--- src/rtl/oled_update_ctrl_pkg.sv ---
// Shared constants and state encoding for the OLED window-update controller.
package oled_update_ctrl_pkg;

  localparam logic [7:0] OP_SET_COL   = 8'h15;
  localparam logic [7:0] OP_SET_ROW   = 8'h75;
  localparam logic [7:0] OP_WRITE_RAM = 8'h5C;

  localparam int BYTE_CLKS     = 16;  // two clk per SPI bit, eight bits
  localparam int RST_HOLD_CLKS = 4;   // panel reset pulse length
  localparam int NUM_REQ       = 2;   // requesters sharing the panel

  typedef enum logic [2:0] {
    RST_HOLD,
    INIT,
    IDLE,
    ARB,
    WIN_CMD,
    PIXELS,
    FINISH
  } state_t;

endpackage

--- src/rtl/oled_update_ctrl_if.sv ---
// Requester-side bus: window requests in, grant/done/pixel fetch out.
interface oled_update_ctrl_if
  import oled_update_ctrl_pkg::*;
#(
  parameter int C_COLOR_BITS = 16,
  parameter int C_X_BITS     = 7,
  parameter int C_Y_BITS     = 7
)();

  logic [NUM_REQ-1:0]              req;
  logic [NUM_REQ*4*C_X_BITS-1:0]   req_win;    // per requester {x0,x1,y0,y1}
  logic [NUM_REQ*C_COLOR_BITS-1:0] req_color;
  logic [NUM_REQ-1:0]              grant;
  logic [NUM_REQ-1:0]              done;
  logic                            err;
  logic [C_X_BITS-1:0]             px_x;
  logic [C_Y_BITS-1:0]             px_y;
  logic                            px_strobe;

  modport master (
    output req, req_win, req_color,
    input  grant, done, err, px_x, px_y, px_strobe
  );

  modport slave (
    input  req, req_win, req_color,
    output grant, done, err, px_x, px_y, px_strobe
  );

endinterface

--- src/rtl/oled_spi_byte.sv ---
// Shifts one byte out MSB first over BYTE_CLKS clk; reload on the last
// cycle gives gap-free back-to-back bytes.
module oled_spi_byte
  import oled_update_ctrl_pkg::*;
(
  input  logic       clk,
  input  logic       reset,
  input  logic       load,
  input  logic [7:0] data,
  input  logic       dc,
  output logic       busy,
  output logic       last,
  output logic       spi_clk,
  output logic       spi_mosi,
  output logic       spi_dc
);

  logic [7:0] sh;
  logic [3:0] cnt;
  logic       busy_r;
  logic       dc_r;

  // byte shifter: latch on load, then count through the byte period
  always_ff @(posedge clk or posedge reset) begin
    if (reset) begin
      sh     <= '0;
      cnt    <= '0;
      busy_r <= 1'b0;
      dc_r   <= 1'b0;
    end else if (load) begin
      sh     <= data;
      cnt    <= '0;
      busy_r <= 1'b1;
      dc_r   <= dc;
    end else if (busy_r) begin
      cnt <= cnt + 1'b1;
      if (cnt == 4'(BYTE_CLKS - 1)) busy_r <= 1'b0;
    end
  end

  // pins: clk low on even counts, bit index 7 - cnt/2; idle clock high
  always_comb begin
    busy     = busy_r;
    last     = busy_r && (cnt == 4'(BYTE_CLKS - 1));
    spi_clk  = busy_r ? cnt[0] : 1'b1;
    spi_mosi = busy_r ? sh[~cnt[3:1]] : 1'b0;
    spi_dc   = dc_r;
  end

endmodule

--- src/rtl/oled_update_ctrl.sv ---
// SSD1351 update controller: panel reset + init stream, then arbitrated
// window writes (column/row/write-RAM commands followed by pixel data).
// The init stream is the packed parameter C_INIT_DATA, first byte in the MSBs.
module oled_update_ctrl
  import oled_update_ctrl_pkg::*;
#(
  parameter int                       C_INIT_SIZE  = 53,
  parameter logic [C_INIT_SIZE*8-1:0] C_INIT_DATA  = {
    8'hFD, 8'h12, 8'hFD, 8'hB1, 8'hAE, 8'hB3, 8'hF1, 8'hCA, 8'h7F, 8'hA2,
    8'h00, 8'hA1, 8'h00, 8'hA0, 8'h74, 8'hB5, 8'h00, 8'hAB, 8'h01, 8'hB4,
    8'hA0, 8'hB5, 8'h55, 8'hC1, 8'hC8, 8'h80, 8'hC8, 8'hC7, 8'h0F, 8'hB1,
    8'h32, 8'hB2, 8'hA4, 8'h00, 8'h00, 8'hBB, 8'h17, 8'hB6, 8'h01, 8'hBE,
    8'h05, 8'hA6, 8'h15, 8'h00, 8'h7F, 8'h75, 8'h00, 8'h7F, 8'hE3, 8'hE3,
    8'hE3, 8'hE3, 8'hAF},
  parameter int                       C_COLOR_BITS = 16,
  parameter int                       C_X_BITS     = 7,
  parameter int                       C_Y_BITS     = 7
)(
  input  logic               clk,
  input  logic               reset,
  oled_update_ctrl_if.slave  bus,
  output logic               spi_csn,
  output logic               spi_clk,
  output logic               spi_mosi,
  output logic               spi_dc,
  output logic               spi_resn
);

  localparam int XB = C_X_BITS;
  localparam int YB = C_Y_BITS;
  localparam int CB = C_COLOR_BITS;
  localparam int WW = 4 * C_X_BITS;
  localparam int IW = $clog2(C_INIT_SIZE + 8);

  state_t          state, nxt;
  logic [1:0]      hold_cnt;
  logic [IW-1:0]   idx;
  logic            ptr, owner, win_sel, win_bad;
  logic            half, last_px, err_r;
  logic [NUM_REQ-1:0] grant_r;
  logic [XB-1:0]   x0_r, x1_r, px_x_r, sx0, sx1;
  logic [YB-1:0]   y0_r, y1_r, px_y_r, sy0, sy1;
  logic [WW-1:0]   sel_win;
  logic [CB-1:0]   own_color;
  logic [7:0]      lsb_r, cmd_nxt, pix_first;
  logic            ld, ld_dc, strobe, arb_fire;
  logic [7:0]      ld_data;
  logic            eng_busy, eng_last;

  function automatic logic [7:0] rom_byte(input int i);
    return C_INIT_DATA[(C_INIT_SIZE - 1 - i) * 8 +: 8];
  endfunction

  // round-robin pick (ptr is the favoured requester) and its window fields
  always_comb begin
    win_sel   = bus.req[ptr] ? ptr : ~ptr;
    sel_win   = win_sel ? bus.req_win[2*WW-1:WW] : bus.req_win[WW-1:0];
    sx0       = sel_win[4*XB-1 -: XB];
    sx1       = sel_win[3*XB-1 -: XB];
    sy0       = sel_win[2*XB-1 -: YB];
    sy1       = sel_win[XB-1 -: YB];
    win_bad   = (sx0 > sx1) || (sy0 > sy1);
    own_color = owner ? bus.req_color[2*CB-1:CB] : bus.req_color[CB-1:0];
    pix_first = 8'(own_color >> (CB - 8));
    arb_fire  = (state == ARB) && (|bus.req);
  end

  // byte following the one at idx in the window command sequence
  always_comb begin
    cmd_nxt = OP_SET_COL;
    case (idx[2:0])
      3'd0:    cmd_nxt = 8'(x0_r);
      3'd1:    cmd_nxt = 8'(x1_r);
      3'd2:    cmd_nxt = OP_SET_ROW;
      3'd3:    cmd_nxt = 8'(y0_r);
      3'd4:    cmd_nxt = 8'(y1_r);
      3'd5:    cmd_nxt = OP_WRITE_RAM;
      default: cmd_nxt = OP_SET_COL;
    endcase
  end

  // next state and byte-engine load decisions
  always_comb begin
    nxt     = state;
    ld      = 1'b0;
    ld_dc   = 1'b0;
    ld_data = 8'h00;
    strobe  = 1'b0;
    case (state)
      RST_HOLD: if (hold_cnt == 2'(RST_HOLD_CLKS - 1)) begin
        nxt     = INIT;
        ld      = 1'b1;
        ld_data = rom_byte(0);
      end
      INIT: if (eng_last) begin
        if (idx == IW'(C_INIT_SIZE - 1)) nxt = IDLE;
        else begin
          ld      = 1'b1;
          ld_data = rom_byte(int'(idx) + 1);
        end
      end
      IDLE: if ((|bus.req) && !eng_busy) nxt = ARB;
      ARB: begin
        if (!(|bus.req))  nxt = IDLE;
        else if (win_bad) nxt = FINISH;
        else begin
          nxt     = WIN_CMD;
          ld      = 1'b1;
          ld_data = OP_SET_COL;
        end
      end
      WIN_CMD: if (eng_last) begin
        ld = 1'b1;
        if (idx[2:0] == 3'd6) begin
          nxt     = PIXELS;
          strobe  = 1'b1;
          ld_dc   = 1'b1;
          ld_data = pix_first;
        end else begin
          ld_data = cmd_nxt;
        end
      end
      PIXELS: if (eng_last) begin
        if ((CB == 16) && !half) begin
          ld      = 1'b1;
          ld_dc   = 1'b1;
          ld_data = lsb_r;
        end else if (last_px) begin
          nxt = FINISH;
        end else begin
          ld      = 1'b1;
          ld_dc   = 1'b1;
          strobe  = 1'b1;
          ld_data = pix_first;
        end
      end
      FINISH:  nxt = IDLE;
      default: nxt = RST_HOLD;
    endcase
  end

  // state register
  always_ff @(posedge clk or posedge reset) begin
    if (reset) state <= RST_HOLD;
    else       state <= nxt;
  end

  // counters, arbitration, window latch and pixel walker
  always_ff @(posedge clk or posedge reset) begin
    if (reset) begin
      hold_cnt <= '0;
      idx      <= '0;
      ptr      <= 1'b0;
      owner    <= 1'b0;
      grant_r  <= '0;
      err_r    <= 1'b0;
      x0_r     <= '0;
      x1_r     <= '0;
      y0_r     <= '0;
      y1_r     <= '0;
      px_x_r   <= '0;
      px_y_r   <= '0;
      lsb_r    <= '0;
      half     <= 1'b0;
      last_px  <= 1'b0;
    end else begin
      if (state == RST_HOLD) hold_cnt <= hold_cnt + 1'b1;
      if (state == ARB) idx <= '0;
      else if (ld && (state == INIT || state == WIN_CMD)) idx <= idx + 1'b1;
      if (arb_fire) begin
        owner   <= win_sel;
        grant_r <= win_sel ? 2'b10 : 2'b01;
        ptr     <= ~win_sel;
        err_r   <= win_bad;
        x0_r    <= sx0;
        x1_r    <= sx1;
        y0_r    <= sy0;
        y1_r    <= sy1;
        px_x_r  <= sx0;
        px_y_r  <= sy0;
      end
      if (state == FINISH) grant_r <= '0;
      // coordinates move on as soon as the current pixel is fetched
      if (strobe) begin
        lsb_r   <= own_color[7:0];
        half    <= 1'b0;
        last_px <= (px_x_r == x1_r) && (px_y_r == y1_r);
        if (px_x_r == x1_r) begin
          px_x_r <= x0_r;
          px_y_r <= px_y_r + 1'b1;
        end else begin
          px_x_r <= px_x_r + 1'b1;
        end
      end else if (ld && state == PIXELS) begin
        half <= 1'b1;
      end
    end
  end

  oled_spi_byte u_byte (
    .clk      (clk),
    .reset    (reset),
    .load     (ld),
    .data     (ld_data),
    .dc       (ld_dc),
    .busy     (eng_busy),
    .last     (eng_last),
    .spi_clk  (spi_clk),
    .spi_mosi (spi_mosi),
    .spi_dc   (spi_dc)
  );

  // panel control pins and requester-facing outputs
  always_comb begin
    spi_resn      = (state != RST_HOLD);
    spi_csn       = !(state == INIT || state == WIN_CMD || state == PIXELS);
    bus.grant     = grant_r;
    bus.done      = (state == FINISH) ? grant_r : '0;
    bus.err       = (state == FINISH) && err_r;
    bus.px_x      = px_x_r;
    bus.px_y      = px_y_r;
    bus.px_strobe = strobe;
  end

endmodule

--- src/flat_wrapper.sv ---
// flat-port wrapper written by rule: the top's interface ports become plain ports
module oled_update_ctrl_flat import oled_update_ctrl_pkg::*;
#(
  parameter int                       C_INIT_SIZE  = 53,
  parameter logic [C_INIT_SIZE*8-1:0] C_INIT_DATA  = {
    8'hFD, 8'h12, 8'hFD, 8'hB1, 8'hAE, 8'hB3, 8'hF1, 8'hCA, 8'h7F, 8'hA2,
    8'h00, 8'hA1, 8'h00, 8'hA0, 8'h74, 8'hB5, 8'h00, 8'hAB, 8'h01, 8'hB4,
    8'hA0, 8'hB5, 8'h55, 8'hC1, 8'hC8, 8'h80, 8'hC8, 8'hC7, 8'h0F, 8'hB1,
    8'h32, 8'hB2, 8'hA4, 8'h00, 8'h00, 8'hBB, 8'h17, 8'hB6, 8'h01, 8'hBE,
    8'h05, 8'hA6, 8'h15, 8'h00, 8'h7F, 8'h75, 8'h00, 8'h7F, 8'hE3, 8'hE3,
    8'hE3, 8'hE3, 8'hAF},
  parameter int                       C_COLOR_BITS = 16,
  parameter int                       C_X_BITS     = 7,
  parameter int                       C_Y_BITS     = 7
)
  (clk, reset, spi_csn, spi_clk, spi_mosi, spi_dc, spi_resn, bus_req, bus_req_win, bus_req_color, bus_grant, bus_done, bus_err, bus_px_x, bus_px_y, bus_px_strobe);
  oled_update_ctrl_if #(.C_COLOR_BITS(C_COLOR_BITS), .C_X_BITS(C_X_BITS), .C_Y_BITS(C_Y_BITS)) bus_i ();
  input  logic clk;
  input  logic reset;
  output logic spi_csn;
  output logic spi_clk;
  output logic spi_mosi;
  output logic spi_dc;
  output logic spi_resn;
  input wire logic [$bits(bus_i.req)-1:0] bus_req;
  input wire logic [$bits(bus_i.req_win)-1:0] bus_req_win;
  input wire logic [$bits(bus_i.req_color)-1:0] bus_req_color;
  output wire logic [$bits(bus_i.grant)-1:0] bus_grant;
  output wire logic [$bits(bus_i.done)-1:0] bus_done;
  output wire logic [$bits(bus_i.err)-1:0] bus_err;
  output wire logic [$bits(bus_i.px_x)-1:0] bus_px_x;
  output wire logic [$bits(bus_i.px_y)-1:0] bus_px_y;
  output wire logic [$bits(bus_i.px_strobe)-1:0] bus_px_strobe;
  assign bus_i.req = bus_req;
  assign bus_i.req_win = bus_req_win;
  assign bus_i.req_color = bus_req_color;
  assign bus_grant = bus_i.grant;
  assign bus_done = bus_i.done;
  assign bus_err = bus_i.err;
  assign bus_px_x = bus_i.px_x;
  assign bus_px_y = bus_i.px_y;
  assign bus_px_strobe = bus_i.px_strobe;
  oled_update_ctrl #(.C_INIT_SIZE(C_INIT_SIZE), .C_INIT_DATA(C_INIT_DATA), .C_COLOR_BITS(C_COLOR_BITS), .C_X_BITS(C_X_BITS), .C_Y_BITS(C_Y_BITS)) u_core (.clk(clk), .reset(reset), .bus(bus_i), .spi_csn(spi_csn), .spi_clk(spi_clk), .spi_mosi(spi_mosi), .spi_dc(spi_dc), .spi_resn(spi_resn));
endmodule
--- config.mk ---
export PLATFORM = sky130hd
export DESIGN_NAME = oled_update_ctrl_flat
export DESIGN_NICKNAME = d
export VERILOG_FILES = /design/src/rtl/oled_update_ctrl_pkg.sv /design/src/rtl/oled_update_ctrl_if.sv /design/src/rtl/oled_spi_byte.sv /design/src/rtl/oled_update_ctrl.sv /design/src/flat_wrapper.sv
export SDC_FILE = /design/constraint.sdc
export NUM_CORES = 1
export LEC_CHECK = 0
export CAP_MARGIN = 25
export CORE_ASPECT_RATIO = 1.25
export CORE_MARGIN = 2
export CORE_UTILIZATION = 30
export CTS_BUF_LIST = sky130_fd_sc_hd__clkbuf_2 sky130_fd_sc_hd__clkbuf_4 sky130_fd_sc_hd__clkbuf_8
export DETAILED_ROUTE_END_ITERATION = 16
export SETUP_SLACK_MARGIN = 0.15
export SYNTH_ARGS = -nofsm -noshare
export SYNTH_HDL_FRONTEND = slang
export SYNTH_SLANG_ARGS = --single-unit
--- constraint.sdc ---
create_clock -name clk -period 3.7 [get_ports clk]
set_clock_uncertainty 0.2 [all_clocks]
set_input_delay 1.11 -clock clk [delete_from_list [all_inputs] [get_ports clk]]
set_output_delay 1.11 -clock clk [all_outputs]
set_load 0.01 [all_outputs]
# ---- Word level (Yosys, flattened, before mapping)
# Cells that the tools add are included.
dict set report word_totals {
  reg_bits 82
  input_bits 92
  output_inout_bits 25
  elab_cells 151
}
dict set report classes {
  addsub 7
  n_lt_le_gt_ge 4
  n_eq_ne 26
  n_shift 1
  n_mux 68
  bitwise_logic 3
  reduce_logical 22
}
# operator count
set ops {}
lappend ops {{$shiftx 424x32->8 const A} 1}
lappend ops {{$mux 8} 9}
lappend ops {{$mux 7} 6}
lappend ops {{$pmux 7 s6} 1}
lappend ops {{$pmux 8 s5} 1}
lappend ops {{$mux 3} 10}
lappend ops {{$sub 7x29->29 const A} 1}
lappend ops {{$mux 28} 1}
lappend ops {{$mux 1} 24}
lappend ops {{$pmux 3 s7} 1}
lappend ops {{$eq 3x3->1 const B} 6}
lappend ops {{$ne 2x1->1 const B} 9}
lappend ops {{$mux 16} 1}
lappend ops {{$add 7x1->7 const B} 2}
lappend ops {{$eq 7x7->1} 2}
lappend ops {{$gt 7x7->1} 2}
lappend ops {{$eq 3x2->1 const B} 4}
lappend ops {{$mux 6} 2}
lappend ops {{$mux 2} 5}
lappend ops {{$reduce_bool 2->1} 5}
lappend ops {{$reduce_and 9->1} 1}
lappend ops {{$mux 4} 2}
lappend ops {{$add 6x1->7 const B} 1}
lappend ops {{$logic_and 1x1->1} 7}
lappend ops {{20 further kinds} 27}

# ---- Longest topological paths before layout
# Gate-level depths: netlist of run 1.
dict set report depth {
  word_depth 12
  ltp_mapped 15
  ltp_nobuf 12
}

# ---- By module
# Synthesis of run 1 repeated with hierarchy kept, for this count alone.
dict set report unflattened {
  hier_cells 731
  area_unflattened_um2 6277.3
}
# mod instances cells_each area_per_inst_um2 seq_area_each_um2
set by_module_without_submodules {}
lappend by_module_without_submodules {oled_update_ctrl 1 682 5621.6 1701.6}
lappend by_module_without_submodules {oled_spi_byte 1 49 655.6 350.3}

# ---- Worst setup path after synthesis of run 1
# Ideal clock, no wire load.
dict set report synth_path {
  path_type {input to register}
  from {input bus_req[0]}
  to {register u_core.u_byte.sh[6]}
  arrival_time_ps 4230
  required_time_ps 3374
  path_slack_ps -857
  path_stages 14
  cell_sequence {inv_1 mux2i_1 buf_1 buf_2 buf_2 mux2i_1 ha_1 a21oi_1 o21ai_0 nor4_1 o22ai_1 o311ai_2 nand3_1 o32a_1}
}
dict set report synth_between {
  elab_chain_len 9
}
# element line_no
set synth_lines {}
lappend synth_lines {{start, declared} flat_wrapper.sv:25} ;# input wire logic [$bits(bus_i.req)-1:0] bus_req;
lappend synth_lines {{$mux 1 (not written as such) (2 in series)} oled_update_ctrl.sv:56} ;# win_sel = bus.req[ptr] ? ptr : ~ptr;
lappend synth_lines {{$mux 1} oled_update_ctrl.sv:56}
lappend synth_lines {{$mux 28} oled_update_ctrl.sv:57} ;# sel_win = win_sel ? bus.req_win[2*WW-1:WW] : bus.req_win[WW-1:0];
lappend synth_lines {{$gt 7x7->1} oled_update_ctrl.sv:62} ;# win_bad = (sx0 > sx1) || (sy0 > sy1);
lappend synth_lines {{$logic_or 1x1->1} oled_update_ctrl.sv:62}
lappend synth_lines {{$mux 1} oled_update_ctrl.sv:105} ;# else if (win_bad) nxt = FINISH;
lappend synth_lines {{$mux 1 *} oled_update_ctrl.sv:104} ;# if (!(|bus.req)) nxt = IDLE;
lappend synth_lines {{$pmux 1 s5 *} oled_update_ctrl.sv:89} ;# case (state)
lappend synth_lines {{end signal, assigned} oled_spi_byte.sv:31} ;# sh <= data;
lappend synth_lines {{end, declared} oled_spi_byte.sv:18} ;# logic [7:0] sh;
# Every way passes the cells marked *; elsewhere a longest branch is shown, timed or not. The select of a mux whose other input is x is not followed.
# A chain may end at the register's enable or synchronous reset.

# ---- Final worst setup path of run 1
# Ends and elaborated chain as after synthesis.

==> results.toml, run 1 <==
[drt]
ant_nets = 0
wl_per_cell_microns = 18.0
vias_per_cell = 5.46
vias = 6759
drt-total-wl_microns = 22300
first_pass_iters = 5
initialDrtViolationCount = 447
drc_errors = 0

[cells_and_area]
synthToLayoutAreaGrowth_pct = 41.1
num_antenna_cells = 0
final_common_cell = "clkdlybuf4s50_1"
regArea_sq_mm = 0.00205
layout-drive-gt1-share_pct = 22.4
layout_common_cells = "113 x clkdlybuf4s50_1, 85 x buf_4, 80 x dfrtp_1"
finalInstanceArea_sq_mm = 0.00926
stdcell_count = 1239
multiInputGateArea_sq_mm = 0.00455
nFillCells = 2156
fin_nets = 1070

[place]
dp.cells = 1194
pre_cts_slack_ns = -1.06
dpl_cell_area_sq_mm = 0.00844
dpl.hpwl_microns = 16600
gp_congestion = 0.933
portBuffers = 116

[power]
leakagePower_nw = 3.83
power.density_mw_per_mm2 = 238
max-vdd-ir-drop_uv = 213

[clock_tree]
cts_buffers = 9
ctsHtreeMaxLevel = 3
cts.sinks = 82
cts_hold_buffers = 0
clk_latency_ns = 0.37
cts-root-buf = "clkbuf_8"
clk_pin_slew_ns = 0.09
clockBufferDepth = 2
cts_tree = "done"

[critical_path]
crit_slowest_cell = "o311ai_4"
crit_type = "input pin to flip-flop"
crit_arrival_ns = 3.84
worstSetupStartpointType = "input pin"
crit_path_frequent_cell = "mux2i_4"
crit_chain = "buf_8 > inv_8 > mux2i_4 > buf_6 > buf_16 > mux2i_4 > ha_4 > nor2b_4 > o21ai_2 > a21oi_2 > nor4_4 > o22ai_4 > o311ai_4 > nand3_1 > o32a_1"
critPathRequiredTime_ns = 3.77
endpoint_kind = "flip-flop"
cp_slowest_stage_delay_ns = 0.37
path_max_fanout = 6

[status]
violations = "setup timing"
status = "finished with violations"

[synthesis]
syn-num-nets = 900
syn_area_per_cell_sq_um = 8.36
ys_types = 69
syn_inst = 785
synth_edf_count = 0
ys_ff_latch = 82
netlist_area_sq_mm = 0.00656
yosys_warnings = 0
synthFlopType = "dfrtp_1"
seq_area_frac_synth_pct = 31.3
async_reset_ff_share_pct = 100

[floorplanning]
rows = 60
core_sq_mm = 0.0215
pin_count = 117
dieWidth_microns = 136
dieArea_sq_mm = 0.0231
die_h_microns = 169
start_util_pct = 30.6

[global_route]
first_global_vias = 6671
gr-total-overflow = 0
antenna_found_initial = 0
grt_max_degree = 50
grt_pass1_wl_microns = 35800
gr-usage-all-layers_pct = 19.6

[timing]
maxSlewHeadroom_pct = 52.3
period_share_pct = 102
rsz0062_at_grt = "yes"
tightest_slew_ns = 0.713
setup_viol = 11
final-max-slew-violation-count = 0
setup-tns-final_ns = -0.365
setup_ws_ns = -0.0742
hold_viol_final = 0
period_needed_ns = 3.77
fmax_mhz = 265

[worst_hold_path]
hold_class = "flip-flop to flip-flop"

[run]
maxCapViolations = 0
[repair_timing]
item,in CTS,in global routing
resized for setup,65,26
setup buffers,23,4
endpoints found under the setup margin,17,17
pin swaps,18,14
gates cloned,2,0
[layer usage]
metal | part of all wire (%) | global-route usage [%] | up-vias
met4 | 3.8 | 8.06 | 0
li1 | - | - | 3243
met3 | 4.2 | 2.30 | 55
met1 | 41 | 24.2 | 3248
met5 | 0 | 0 | -
met2 | 51 | 34.3 | 213
[registers in the layout (all words and copies together), names as in the netlist, 3 cells and up]
register	flops
u_core.y0_r	7
u_core.x0_r	7
u_core.u_byte.cnt	4
u_core.u_byte.sh	8
u_core.y1_r	7
u_core.x1_r	7
u_core.lsb_r	8
u_core.bus.px_x	7
u_core.idx	6
u_core.state	3
u_core.bus.px_y	7
[final timing paths]
path                                          from             endpoint  slack, ns  cells past startpoint
min in group asynchronous                    reset       u_core.x0_r[5]       0.91                      2
max in group asynchronous                    reset       u_core.y1_r[1]       1.74                      3
worst min-delay path            u_core.hold_cnt[0]   u_core.hold_cnt[0]       0.28                      1
worst max-delay path                    bus_req[0]  u_core.u_byte.sh[6]      -0.07                     15
worst max register to register       u_core.idx[1]  u_core.u_byte.sh[6]       0.17                      9
worst min register to register  u_core.hold_cnt[0]   u_core.hold_cnt[0]       0.28                      1
[through the flow]
stage | total power, mW | hold WS (ns) | utilization [%]
detailed placement | 1.43 | 0.268 | 39.3
global placement | 1.43 | 0.262 | 39.3
CTS | 2.16 | 0.283 | 42.3
finish | 2.20 | 0.282 | 43.1
global route | 2.31 | 0.302 | 43.1
floorplan | 1.20 | 0.248 | -
[critical path: cells and delay by family]
family / cells / cell delay (ns)
AOI/OAI and AO/OA: 5 / 1.08
adders and majority gates: 1 / 0.23
buffers and inverters: 4 / 0.38
muxes: 2 / 0.45
and+or+nand+nor: 3 / 0.59
[layout make-up]
class / count / area share, %
clock buffer: 10 / 1.49
clock inverter: 6 / 0.527
inverter: 19 / 0.865
multi-input combinational: 627 / 49.2
sequential: 82 / 22.2
tap: 279 / 3.77
timing repair buffer: 216 / 22.0
[Yosys cell counts (3+ instances only)]
library cell  count  area share [%]
a21o_1            4            0.46
a31oi_1          12             1.1
and3_1           12             1.1
nor4_1            5            0.48
mux2i_1          44             6.7
buf_2            13            0.99
nand2_1          77             4.4
nor2b_1           6            0.57
o22ai_1          11             1.0
or3_1             5            0.48
a211o_1           3            0.40
o221a_2           3            0.51
o21ai_0          75             5.7
dfrtp_1          82              31
nand2b_1          6            0.57
xnor2_1          14             1.9
nand3_1          30             2.3
o21ai_1           3            0.23
nand4_1          10            0.95
nor2_1           62             3.5
o31ai_1           3            0.34
clkbuf_1         35             2.0
inv_1            19             1.1
ha_1             23             4.4
or2_2            11             1.0
a221o_1           3            0.46
and2_1            5            0.48
o32a_1            3            0.46
a221oi_1          4            0.53
o211ai_1         13             1.5
a222oi_1          3            0.46
a22oi_1           9             1.0
a311oi_1          6            0.80
mux2_2           19             3.3
a21oi_1          45             3.4
o21a_1           14             1.6
a211oi_1          9             1.0
o22a_1            5            0.67
buf_1             5            0.29
xor2_1           17             2.3
o221ai_1          7            0.93
nor3_1           15             1.1
[logic make-up after synthesis]
group           synth area share, %
simple gates                   18.5
compound gates                 25.4
flops                          31.3
buf+inv                        4.94
mux                            10.7
xor+xnor                       4.80
fa+ha+maj                      4.39
[power by group]
part	total [mW]	switching [mW]	internal [mW]
combinational	0.574	0.229	0.345
clock	0.630	0.362	0.268
sequential	0.998	0.0528	0.945
total	2.20	0.644	1.56
No activity file was read; power rests on OpenSTA's default activity.
==> inputs of run 2 (changes only) <==
--- a/config.mk
+++ b/config.mk
@@ -8,7 +8,7 @@
 export CAP_MARGIN = 25
 export CORE_ASPECT_RATIO = 1.25
 export CORE_MARGIN = 2
-export CORE_UTILIZATION = 30
+export CORE_UTILIZATION = 35
 export CTS_BUF_LIST = sky130_fd_sc_hd__clkbuf_2 sky130_fd_sc_hd__clkbuf_4 sky130_fd_sc_hd__clkbuf_8
 export DETAILED_ROUTE_END_ITERATION = 16
 export SETUP_SLACK_MARGIN = 0.15
==> results.toml, run 2 (synthesis gave the netlist of run 1 again) <==
[clock_tree]
clockBufferDepth = 2
cts_buffers = 9
clk_pin_slew_ns = 0.08
ctsHtreeMaxLevel = 3
cts.sinks = 82
clk_latency_ns = 0.38
cts-root-buf = "clkbuf_8"
cts_tree = "done"

[drt]
drt-total-wl_microns = 21600
wirelength_met1_microns = 8630
first_pass_iters = 6
met2_length_microns = 11600
drc_errors = 0
wl_per_cell_microns = 18.4
vias = 6687
dr.max_layer_used = "met4"
route.met3.wl_microns = 817
initialDrtViolationCount = 663
ant_nets = 0
vias_per_cell = 5.71

[critical_path]
endpoint_kind = "flip-flop"
path_max_fanout = 6
r2r_slack_ns = 0.22
rr_worst_depth = 9
crit_type = "input pin to flip-flop"
startpoint = "bus_req[0]"
r2r-start = "u_core.idx[1]"
critPathRequiredTime_ns = 3.76
worstSetupStartpointType = "input pin"
crit_arrival_ns = 3.65

[timing]
period_needed_ns = 3.59
final-max-slew-violation-count = 0
setup-tns-final_ns = 0
period_share_pct = 96.9
setup_ws_ns = 0.114
fmax_mhz = 279
tightest_slew_ns = 0.703
rsz0062_at_grt = "yes"
setup_viol = 0
hold_viol_final = 0
maxSlewHeadroom_pct = 53.1

[worst_hold_path]
hold_class = "flip-flop to flip-flop"
holdPathStages = 1
holdCritStartpoint = "u_core.hold_cnt[0]"

[global_route]
gr-total-overflow = 0
gr-usage-all-layers_pct = 21.5
grt_max_degree = 50
first_global_vias = 6518
antenna_found_initial = 0
grt_pass1_wl_microns = 34400

[cells_and_area]
post-route-util_pct = 48.5
synthToLayoutAreaGrowth_pct = 37.2
layout-drive-gt1-share_pct = 20.0
final_common_cell = "clkdlybuf4s50_1"
num_antenna_cells = 0
regArea_sq_mm = 0.00205
layout_common_cells = "113 x clkdlybuf4s50_1, 81 x dfrtp_1, 76 x nand2_1"
fin_nets = 1049
stdcell_count = 1171
finalInstanceArea_sq_mm = 0.00901
reg.largest.list = "u_core.lsb_r: 8 flops, u_core.u_byte.sh: 8 flops"
nFillCells = 1782
multiInputGateArea_sq_mm = 0.00451

[floorplanning]
pin_count = 117
core_sq_mm = 0.0186
dieWidth_microns = 126
start_util_pct = 35.3
rows = 56
dieArea_sq_mm = 0.0199
die_h_microns = 157

[place]
dpl.hpwl_microns = 16500
portBuffers = 116
pre_cts_slack_ns = -1.02
dpl_cell_area_sq_mm = 0.00839
gp_congestion = 0.888
dp.cells = 1147

[run]
maxCapViolations = 0

[status]
status = "complete, no violations"

[power]
leakagePower_nw = 3.76
max-vdd-ir-drop_uv = 145
power.density_mw_per_mm2 = 250
-- run 2: cell count changes in the layout (fill, tap and decap cells not counted), moves of 2 or more --
| cell | change |
|---|---|
| mux2i_2 | -2 |
| buf_8 | +2 |
| mux2i_1 | +2 |
| clkinvlp_4 | -3 |
| ha_2 | -2 |
| buf_6 | -5 |
| nor3_1 | +2 |
| bufinv_16 | +2 |
| buf_4 | -16 |
| ha_1 | +3 |
| nor2_1 | -2 |
-- run 2: worst max-delay path, cell delays in order --
cell and delay (ns):
buf_8 0.09, inv_8 0.03, mux2i_4 0.19, buf_12 0.15
mux2_2 0.34, ha_1 0.28, nor2b_1 0.13, o21ai_1 0.12
nand2b_1 0.12, a31oi_4 0.20, o22ai_4 0.12, o311ai_4 0.33
buf_6 0.19, nand3_2 0.08, o22a_1 0.17
-- run 2: layout make-up --
cell class	instances	share of cell area (%)
Clock inverter	7	1.11
Timing Repair Buffer	195	20.5
Clock buffer	9	1.38
Sequential cell	82	22.8
Inverter	19	0.889
Multi-Input combinational cell	627	50.1
Tap cell	232	3.22
-- run 2: worst paths after layout --
check                                       to
setup / recovery           u_core.u_byte.sh[5]
hold / removal              u_core.hold_cnt[0]
setup reg to reg           u_core.u_byte.sh[7]
hold reg to reg             u_core.hold_cnt[0]
max in group asynchronous       u_core.y0_r[3]
min in group asynchronous   u_core.hold_cnt[0]
-- run 2: repair_timing --
action | in CTS | in global routing
gates cloned | 1 | 0
endpoints found under the setup margin | 17 | 16
endpoints found under the hold margin | 0 | 0
resized for setup | 45 | 36
setup buffers | 4 | 3
hold buffers | 0 | 0
pin swaps | 11 | 14
-- run 2: layer usage --
layer / track usage (%) / up-vias
met5: 0 / -
met4: 6.75 / 0
met3: 2.41 / 39
met2: 40.0 / 214
met1: 25.7 / 3224
li1: - / 3210
-- run 2: stage by stage --
stage | hold slack (ns) | power (mW)
global placement | 0.265 | 1.43
finish | 0.280 | 2.25
global route | 0.307 | 2.35
floorplan | 0.248 | 1.20
CTS | 0.284 | 2.23
detailed placement | 0.270 | 1.44
-- run 2: report_power, final --
group	total (mW)	switching (mW)	internal [mW]
logic	0.510	0.207	0.304
clock network	0.747	0.360	0.387
registers	0.996	0.0514	0.945
